**src/rtl/trap_ctrl_if.sv**
```systemverilog
// Bundle between the core / CSR register file and the trap sequencer.
// The "slave" modport is the trap_ctrl view; "master" is the core/CSR-file view.
interface trap_ctrl_if #(
  parameter int XLEN   = 32,
  parameter int CSR_AW = 12
);
  // Core-side trap/return requests
  logic              trap_valid_i;
  logic              mret_valid_i;
  logic [XLEN-1:0]   pc_i;
  logic [XLEN-1:0]   cause_i;

  // Instruction-side CSR access requests
  logic [CSR_AW-1:0] inst_csr_raddr_i;
  logic              inst_csr_rena_i;
  logic [CSR_AW-1:0] inst_csr_waddr_i;
  logic [XLEN-1:0]   inst_csr_wdata_i;
  logic              inst_csr_wena_i;

  // CSR register file port (combinational read data)
  logic [XLEN-1:0]   csr_rdata_i;
  logic [CSR_AW-1:0] csr_raddr_o;
  logic              csr_rena_o;
  logic [CSR_AW-1:0] csr_waddr_o;
  logic [XLEN-1:0]   csr_wdata_o;
  logic              csr_wena_o;

  // Pipeline control
  logic              stall_o;
  logic              redirect_valid_o;
  logic [XLEN-1:0]   redirect_pc_o;

  modport slave (
    input  trap_valid_i, mret_valid_i, pc_i, cause_i,
    input  inst_csr_raddr_i, inst_csr_rena_i,
    input  inst_csr_waddr_i, inst_csr_wdata_i, inst_csr_wena_i,
    input  csr_rdata_i,
    output csr_raddr_o, csr_rena_o, csr_waddr_o, csr_wdata_o, csr_wena_o,
    output stall_o, redirect_valid_o, redirect_pc_o
  );

  modport master (
    output trap_valid_i, mret_valid_i, pc_i, cause_i,
    output inst_csr_raddr_i, inst_csr_rena_i,
    output inst_csr_waddr_i, inst_csr_wdata_i, inst_csr_wena_i,
    output csr_rdata_i,
    input  csr_raddr_o, csr_rena_o, csr_waddr_o, csr_wdata_o, csr_wena_o,
    input  stall_o, redirect_valid_o, redirect_pc_o
  );
endinterface

```
**src/rtl/trap_ctrl.sv**
```systemverilog
// Trap sequencer in front of the CSR register file. Owns the file's single
// read and write port: in IDLE the instruction-side accesses pass through;
// on ecall/mret it walks an ordered CSR sequence while stalling the core and
// ends with a one-cycle PC redirect.
module trap_ctrl #(
  parameter int XLEN   = 32,
  parameter int CSR_AW = 12
) (
  input  logic       clk,
  input  logic       rst,
  trap_ctrl_if.slave bus
);

  localparam logic [CSR_AW-1:0] CSR_MSTATUS = CSR_AW'(12'h300);
  localparam logic [CSR_AW-1:0] CSR_MTVEC   = CSR_AW'(12'h305);
  localparam logic [CSR_AW-1:0] CSR_MEPC    = CSR_AW'(12'h341);
  localparam logic [CSR_AW-1:0] CSR_MCAUSE  = CSR_AW'(12'h342);

  // mstatus field positions
  localparam int MIE_BIT  = 3;
  localparam int MPIE_BIT = 7;
  localparam int MPP_LO   = 11;
  localparam int MPP_HI   = 12;

  typedef enum logic [2:0] {
    IDLE,
    T_EPC,
    T_CAUSE,
    T_STAT,
    T_VEC,
    R_STAT,
    R_EPC
  } state_t;

  state_t          state_q;
  state_t          state_d;
  logic [XLEN-1:0] epc_q;
  logic [XLEN-1:0] cause_q;
  logic            accept_trap;
  logic            accept_mret;

  // Trap entry: MPIE <- MIE, MIE <- 0, MPP <- M; every other bit kept.
  function automatic logic [XLEN-1:0] mstatus_on_trap(input logic [XLEN-1:0] s);
    logic [XLEN-1:0] r;
    r                = s;
    r[MPIE_BIT]      = s[MIE_BIT];
    r[MIE_BIT]       = 1'b0;
    r[MPP_HI:MPP_LO] = 2'b11;
    return r;
  endfunction

  // Trap return: MIE <- MPIE, MPIE <- 1, MPP <- U; every other bit kept.
  function automatic logic [XLEN-1:0] mstatus_on_mret(input logic [XLEN-1:0] s);
    logic [XLEN-1:0] r;
    r                = s;
    r[MIE_BIT]       = s[MPIE_BIT];
    r[MPIE_BIT]      = 1'b1;
    r[MPP_HI:MPP_LO] = 2'b00;
    return r;
  endfunction

  // A trap takes priority when both requests arrive together.
  assign accept_trap = (state_q == IDLE) && bus.trap_valid_i;
  assign accept_mret = (state_q == IDLE) && bus.mret_valid_i && !bus.trap_valid_i;

  // State register.
  // NOTE: sequential state uses non-blocking assignments so every flop samples
  // pre-edge values; blocking here would create order-dependent simulation races.
  always_ff @(posedge clk) begin
    if (rst) state_q <= IDLE;
    else     state_q <= state_d;
  end

  // Capture the trapping PC and cause on the accept cycle.
  always_ff @(posedge clk) begin
    if (rst) begin
      epc_q   <= '0;
      cause_q <= '0;
    end else if (accept_trap) begin
      epc_q   <= bus.pc_i;
      cause_q <= bus.cause_i;
    end
  end

  // Next-state logic: fixed walk through each sequence.
  always_comb begin
    // NOTE: default assignment first so no path leaves state_d unassigned,
    // which would otherwise infer a latch.
    state_d = state_q;
    unique case (state_q)
      IDLE: begin
        if (accept_trap)      state_d = T_EPC;
        else if (accept_mret) state_d = R_STAT;
      end
      T_EPC:   state_d = T_CAUSE;
      T_CAUSE: state_d = T_STAT;
      T_STAT:  state_d = T_VEC;
      T_VEC:   state_d = IDLE;
      R_STAT:  state_d = R_EPC;
      R_EPC:   state_d = IDLE;
      default: state_d = IDLE;
    endcase
  end

  // CSR port steering, stall and redirect. Everything is held at zero while
  // reset is asserted so a sequence interrupted by reset emits nothing more.
  always_comb begin
    bus.csr_raddr_o      = '0;
    bus.csr_rena_o       = 1'b0;
    bus.csr_waddr_o      = '0;
    bus.csr_wdata_o      = '0;
    bus.csr_wena_o       = 1'b0;
    bus.stall_o          = 1'b0;
    bus.redirect_valid_o = 1'b0;
    bus.redirect_pc_o    = '0;

    if (!rst) begin
      bus.stall_o = (state_q != IDLE) || bus.trap_valid_i || bus.mret_valid_i;

      unique case (state_q)
        IDLE: begin
          // Reads always pass through; writes are dropped on an accept cycle
          // so the instruction being trapped cannot modify CSR state.
          bus.csr_raddr_o = bus.inst_csr_raddr_i;
          bus.csr_rena_o  = bus.inst_csr_rena_i;
          if (!bus.trap_valid_i && !bus.mret_valid_i) begin
            bus.csr_waddr_o = bus.inst_csr_waddr_i;
            bus.csr_wdata_o = bus.inst_csr_wdata_i;
            bus.csr_wena_o  = bus.inst_csr_wena_i;
          end
        end
        T_EPC: begin
          bus.csr_waddr_o = CSR_MEPC;
          bus.csr_wdata_o = epc_q;
          bus.csr_wena_o  = 1'b1;
        end
        T_CAUSE: begin
          bus.csr_waddr_o = CSR_MCAUSE;
          bus.csr_wdata_o = cause_q;
          bus.csr_wena_o  = 1'b1;
        end
        T_STAT: begin
          // Read-modify-write in one cycle through the combinational read port.
          bus.csr_raddr_o = CSR_MSTATUS;
          bus.csr_rena_o  = 1'b1;
          bus.csr_waddr_o = CSR_MSTATUS;
          bus.csr_wdata_o = mstatus_on_trap(bus.csr_rdata_i);
          bus.csr_wena_o  = 1'b1;
        end
        T_VEC: begin
          // Direct mode only: mode bits are masked off the vector base.
          bus.csr_raddr_o      = CSR_MTVEC;
          bus.csr_rena_o       = 1'b1;
          bus.redirect_valid_o = 1'b1;
          bus.redirect_pc_o    = {bus.csr_rdata_i[XLEN-1:2], 2'b00};
        end
        R_STAT: begin
          bus.csr_raddr_o = CSR_MSTATUS;
          bus.csr_rena_o  = 1'b1;
          bus.csr_waddr_o = CSR_MSTATUS;
          bus.csr_wdata_o = mstatus_on_mret(bus.csr_rdata_i);
          bus.csr_wena_o  = 1'b1;
        end
        R_EPC: begin
          bus.csr_raddr_o      = CSR_MEPC;
          bus.csr_rena_o       = 1'b1;
          bus.redirect_valid_o = 1'b1;
          bus.redirect_pc_o    = bus.csr_rdata_i;
        end
        default: ;
      endcase
    end
  end

endmodule

```
**src/flat_wrapper.sv**
```systemverilog
// flat-port wrapper written by rule: the top's interface ports become plain ports
module trap_ctrl_flat 
#(
  parameter int XLEN   = 32,
  parameter int CSR_AW = 12
)
  (clk, rst, bus_trap_valid_i, bus_mret_valid_i, bus_pc_i, bus_cause_i, bus_inst_csr_raddr_i, bus_inst_csr_rena_i, bus_inst_csr_waddr_i, bus_inst_csr_wdata_i, bus_inst_csr_wena_i, bus_csr_rdata_i, bus_csr_raddr_o, bus_csr_rena_o, bus_csr_waddr_o, bus_csr_wdata_o, bus_csr_wena_o, bus_stall_o, bus_redirect_valid_o, bus_redirect_pc_o);
  trap_ctrl_if #(.XLEN(XLEN), .CSR_AW(CSR_AW)) bus_i ();
  input  logic clk;
  input  logic rst;
  input wire logic [$bits(bus_i.trap_valid_i)-1:0] bus_trap_valid_i;
  input wire logic [$bits(bus_i.mret_valid_i)-1:0] bus_mret_valid_i;
  input wire logic [$bits(bus_i.pc_i)-1:0] bus_pc_i;
  input wire logic [$bits(bus_i.cause_i)-1:0] bus_cause_i;
  input wire logic [$bits(bus_i.inst_csr_raddr_i)-1:0] bus_inst_csr_raddr_i;
  input wire logic [$bits(bus_i.inst_csr_rena_i)-1:0] bus_inst_csr_rena_i;
  input wire logic [$bits(bus_i.inst_csr_waddr_i)-1:0] bus_inst_csr_waddr_i;
  input wire logic [$bits(bus_i.inst_csr_wdata_i)-1:0] bus_inst_csr_wdata_i;
  input wire logic [$bits(bus_i.inst_csr_wena_i)-1:0] bus_inst_csr_wena_i;
  input wire logic [$bits(bus_i.csr_rdata_i)-1:0] bus_csr_rdata_i;
  output wire logic [$bits(bus_i.csr_raddr_o)-1:0] bus_csr_raddr_o;
  output wire logic [$bits(bus_i.csr_rena_o)-1:0] bus_csr_rena_o;
  output wire logic [$bits(bus_i.csr_waddr_o)-1:0] bus_csr_waddr_o;
  output wire logic [$bits(bus_i.csr_wdata_o)-1:0] bus_csr_wdata_o;
  output wire logic [$bits(bus_i.csr_wena_o)-1:0] bus_csr_wena_o;
  output wire logic [$bits(bus_i.stall_o)-1:0] bus_stall_o;
  output wire logic [$bits(bus_i.redirect_valid_o)-1:0] bus_redirect_valid_o;
  output wire logic [$bits(bus_i.redirect_pc_o)-1:0] bus_redirect_pc_o;
  assign bus_i.trap_valid_i = bus_trap_valid_i;
  assign bus_i.mret_valid_i = bus_mret_valid_i;
  assign bus_i.pc_i = bus_pc_i;
  assign bus_i.cause_i = bus_cause_i;
  assign bus_i.inst_csr_raddr_i = bus_inst_csr_raddr_i;
  assign bus_i.inst_csr_rena_i = bus_inst_csr_rena_i;
  assign bus_i.inst_csr_waddr_i = bus_inst_csr_waddr_i;
  assign bus_i.inst_csr_wdata_i = bus_inst_csr_wdata_i;
  assign bus_i.inst_csr_wena_i = bus_inst_csr_wena_i;
  assign bus_i.csr_rdata_i = bus_csr_rdata_i;
  assign bus_csr_raddr_o = bus_i.csr_raddr_o;
  assign bus_csr_rena_o = bus_i.csr_rena_o;
  assign bus_csr_waddr_o = bus_i.csr_waddr_o;
  assign bus_csr_wdata_o = bus_i.csr_wdata_o;
  assign bus_csr_wena_o = bus_i.csr_wena_o;
  assign bus_stall_o = bus_i.stall_o;
  assign bus_redirect_valid_o = bus_i.redirect_valid_o;
  assign bus_redirect_pc_o = bus_i.redirect_pc_o;
  trap_ctrl #(.XLEN(XLEN), .CSR_AW(CSR_AW)) u_core (.clk(clk), .rst(rst), .bus(bus_i));
endmodule
```
**config.mk**
```make
export PLATFORM = sky130hd
export DESIGN_NAME = trap_ctrl_flat
export DESIGN_NICKNAME = d
export VERILOG_FILES = /design/src/rtl/trap_ctrl_if.sv /design/src/rtl/trap_ctrl.sv /design/src/flat_wrapper.sv
export SDC_FILE = /design/constraint.sdc
export NUM_CORES = 1
export LEC_CHECK = 0
export CORE_MARGIN = 2
export CORE_UTILIZATION = 34
export DETAILED_ROUTE_END_ITERATION = 16
export GPL_TIMING_DRIVEN = 1
export PLACE_DENSITY_LB_ADDON = 0.25
export SLEW_MARGIN = 30
export SYNTH_ARGS = -nofsm -noshare
export SYNTH_HDL_FRONTEND = slang
export SYNTH_SLANG_ARGS = --single-unit
```
**constraint.sdc**
```tcl
create_clock -name clk -period 1.5 [get_ports clk]
set_input_delay 0.3 -clock clk [delete_from_list [all_inputs] [get_ports clk]]
set_output_delay 0.3 -clock clk [all_outputs]
set_load 0.03 [all_outputs]
```
==> results.txt <==
The actual slew at the worst max-slew pin is 0.4338 ns. Clock latency of the later-clocked register in the worst-skew pair: 0.34 ns. The worst-case IR drop observed on VDD is 0.7119 mV.

Top cell family by delay on the critical path: buffers and inverters. Total overflow reported by the global router: 0. The run finished, with violations left. Category of the most critical setup path: flop to primary output. After clock tree synthesis, the clock-pin slew on the worst setup and hold paths is 0.06 ns.

Pin placement for this block handled 250 I/O pins. Dividing the detail-routed wire length by the instance count gives 25.88 um. The iteration-0 DRC count of the detailed router came out at 519.

The cell count after synthesis came out at 546. For the worst setup path, the data arrival time is 1.88 ns. Of the available clock period, the critical path in the final layout requires 145.5%. The via density per instance works out to 6.074.

The post-synthesis average cell area is 7.546 um^2. The first global-routing pass estimated 35.11 mm of wire. The floorplan step set the die width to 114.1 um. Global routing used 7.888% of the available met3 tracks.

The tools report the kind of end point of the critical path as a primary output. The cell area that synthesis handed to floorplanning was 4120 um^2. The setup check on the worst reg-to-reg path leaves a slack of -0.51 ns.

In the routed design, unresolved DRC markers number 0. The largest net degree at the start of global routing is 27, and the H-tree depth is 3. Fill cells in the final layout number 527. The tool flagged a number of max-cap violations equal to 0.

Relative to the synthesized area, the layout overhead comes to 152.1%. Summing internal, switching and leakage power gives 0.01029 W. The origin of the critical flop-to-flop path is u_core.state_q[1]$_SDFFE_PP0P_.

The worst register-to-register path ends at u_core.epc_q[10]$_SDFFE_PP0P_. The global-route met2 utilization is 64.05%. The critical path contains buffers and inverters numbering 4 combined.

Dividing total power by cell area gives a power density of 991.2 nW/um^2. After synthesis, flip-flops and latches occupy 32.55% of the total area. TritonCTS built the clock tree. The worst slew slack as a fraction of its limit came out at 71.08%.

The tools report the number of antenna violations at the first check in global routing as 0. The stage delay of the slowest cell on the critical path was 0.38 ns; the area of the die was 13010 um^2. Counting distinct cell types in the post-synthesis netlist gives 31. The total setup violations reported at the end of the flow was 157; the post-synthesis net count was 704. Depth of the worst register-to-register path: 11. The worst setup path is launched from a flop. The run gives 0 as the number of routed nets with antenna violations.

The die is 114.1 um tall. 0 antenna diodes ended up in the layout. Static timing analysis puts the maximum clock frequency at 458.2 MHz. Of all nets on the critical path, the largest fanout is 8. The leakage power figure is 4.075 nW, and the area used by multi-input combinational logic is 4215 um^2. Port buffering added 249 buffers. Global routing used 35.12% of the available tracks. Number of enable-type register cells in the synthesized netlist: 0. The hold-critical path depth was 2; the final layout net count was 1028. The row count was 40; the total clock sinks was 67. The post-route minimum period was 2.183 ns; the met1 usage was 39.76%. The sequential cell area is 1353 um^2, and the final clock skew is 0.01403 ns. The most numerous cell type found on the critical path is buf_12.

The minimum setup slack in the final design came out at -0.6827 ns. STA puts the critical path data required time at 1.20 ns. The tools report the end of the worst hold path as u_core.epc_q[7]$_SDFFE_PP0P_. Leaving out fill and tap cells, the most frequent cell in the layout is clkdlybuf4s50_1. The tightest min-delay check is of the primary input to flop type. In the layout the commonest cells are 156 x clkdlybuf4s50_1, 108 x buf_6, 84 x a21oi_2. Summed over all nets, the half-perimeter wirelength after detailed placement is 13.35 mm. Summing over every cut layer, the via total after detailed routing is 6208.

The total of hold buffers inserted after clock tree synthesis was 0; the routability congestion estimate was 0.8488. Cell with the largest stage delay on the worst path: dfxtp_4. Number of global-route vias before repair: 6263.

The max-slew violation total from the final report was 0. The final hold violation count was 0; the number of warnings issued by yosys was 0. In this run the clock root is driven by a clkbuf_16. Synthesis inferred 67 register bits. The share of the core filled with cells came out at 87.18%. In this run the most critical hold path is launched from rst.

The run gives 5 as the number of detailed-routing iterations run before antenna repair. The total length of routed wires was 26.45 mm; the post-synthesis async set-or-reset flop share was 0%. The checks that failed: negative setup slack. Setup repair after global routing could not meet its margin everywhere. For this configuration, the core starts out at a cell density of 34.59%. In the final layout, the share of cells above drive strength 1 is 65.14%. The main flop type after synthesis is dfxtp_1. After global routing, the most crowded layer is met2. The signal on the critical path passes through buf_12, nor3_4, buf_6, buf_12, a32oi_2, a21oi_2, buf_12.

Clock tree synthesis inserted a total of 9 buffers. After floorplanning, the core was sized to cover 11910 um^2. The longest clock path from root to sink contains 2 buffers.
## worst register-to-register path: cells and delay by family, from the launching register on
family                 cells  cell delay (ns)
buffers and inverters      8             1.08
DFF                        1             0.38
and+or+nand+nor            2             0.29
AOI/OAI and AO/OA          1             0.19
## worst max-delay path by stage
stage                                   start                             to  cells after the start  slack (ns)
2_1_floorplan  u_core.state_q[2]$_SDFFE_PP0P_            bus_csr_wdata_o[10]                      5       -0.20
3_3_place_gp                 bus_mret_valid_i             bus_csr_wdata_o[3]                      6       -0.54
3_5_place_dp                 bus_trap_valid_i  u_core.epc_q[27]$_SDFFE_PP0P_                      5       -0.57
4_1_cts        u_core.state_q[1]$_SDFFE_PP0P_            bus_csr_wdata_o[30]                      8       -0.62
5_1_grt        u_core.state_q[1]$_SDFFE_PP0P_             bus_csr_wdata_o[1]                      7       -0.75
6_report       u_core.state_q[1]$_SDFFE_PP0P_             bus_csr_wdata_o[1]                      7       -0.68
## registers in the layout, indices dropped and copies added, names as in the netlist
register / count
u_core.cause_q: 32
u_core.epc_q: 32
u_core.state_q: 3
## routing by layer
| layer | share of wire [%] | vias to the layer above |
|---|---|---|
| met5 | 0 | - |
| met4 | 5.6 | 0 |
| li1 | - | 2613 |
| met1 | 35 | 3019 |
| met2 | 51 | 448 |
| met3 | 8.2 | 128 |
## cells by family after synthesis
logic type	after synthesis	synth area share (%)
compound gates	177	27.03
xor+xnor	1	0.2126
buf+inv	61	8.260
flops	67	32.55
mux	29	7.926
simple gates	211	24.02
## layout make-up
type                            instances  share of cell area, %
Clock buffer                           10                  2.410
Clock inverter                          6                  1.289
Inverter                                2                0.07229
Multi-Input combinational cell        418                  40.59
Sequential cell                        67                  13.02
Tap cell                              147                  1.771
Timing Repair Buffer                  372                  40.84
## report_power, final
group          total [W]  leakage, nW  switching (W)  internal [W]
combinational    0.00534         3.34        0.00273       0.00261
sequential       0.00219        0.550       0.000223       0.00196
clock            0.00277        0.188       0.000875       0.00190
## Yosys cell counts (2+ instances only)
| master | count | area [um^2] |
|---|---|---|
| nor2_1 | 4 | 15.01 |
| clkbuf_1 | 24 | 90.09 |
| and3_1 | 9 | 56.30 |
| buf_1 | 2 | 7.510 |
| buf_2 | 16 | 80.08 |
| nand3_1 | 9 | 45.04 |
| and2_1 | 37 | 231.5 |
| nor3b_1 | 2 | 15.01 |
| a31oi_1 | 2 | 12.51 |
| nor2b_1 | 3 | 18.77 |
| a32oi_1 | 58 | 508.0 |
| mux2_2 | 29 | 326.6 |
| o21ai_0 | 6 | 30.03 |
| nor3_2 | 2 | 20.02 |
| buf_4 | 8 | 60.06 |
| nand2_1 | 135 | 506.7 |
| a21o_1 | 3 | 22.52 |
| and3b_1 | 3 | 26.28 |
| nor3_1 | 2 | 10.01 |
| buf_6 | 8 | 90.09 |
| a21oi_1 | 108 | 540.5 |
| dfxtp_1 | 67 | 1341 |
## timing repair
| item | 4_1_cts | 5_1_grt |
|---|---|---|
| setup buffers | 28 | 13 |
| resized for setup | 319 | 182 |
| cloned | 18 | 1 |
| setup endpoints to repair | 156 | 157 |
| hold endpoints to repair | 0 | 0 |
| pin swaps | 119 | 97 |
## stage by stage
step           instances  TNS [ns]  worst slack, ns  hold slack, ns  instance area (um^2)
6_report            1022    -77.51          -0.6827          0.2482                 10390
5_1_grt             1022    -82.76          -0.7477          0.2585                 10390
4_1_cts             1019    -73.46          -0.6209          0.2279                  9736
3_5_place_dp         957    -67.76          -0.5693          0.4444                  7538
3_3_place_gp         957    -66.36          -0.5437          0.4395                  7538
2_1_floorplan        546    -8.094          -0.2046          0.4320                  4731
(Power assumes the default switching activity.)
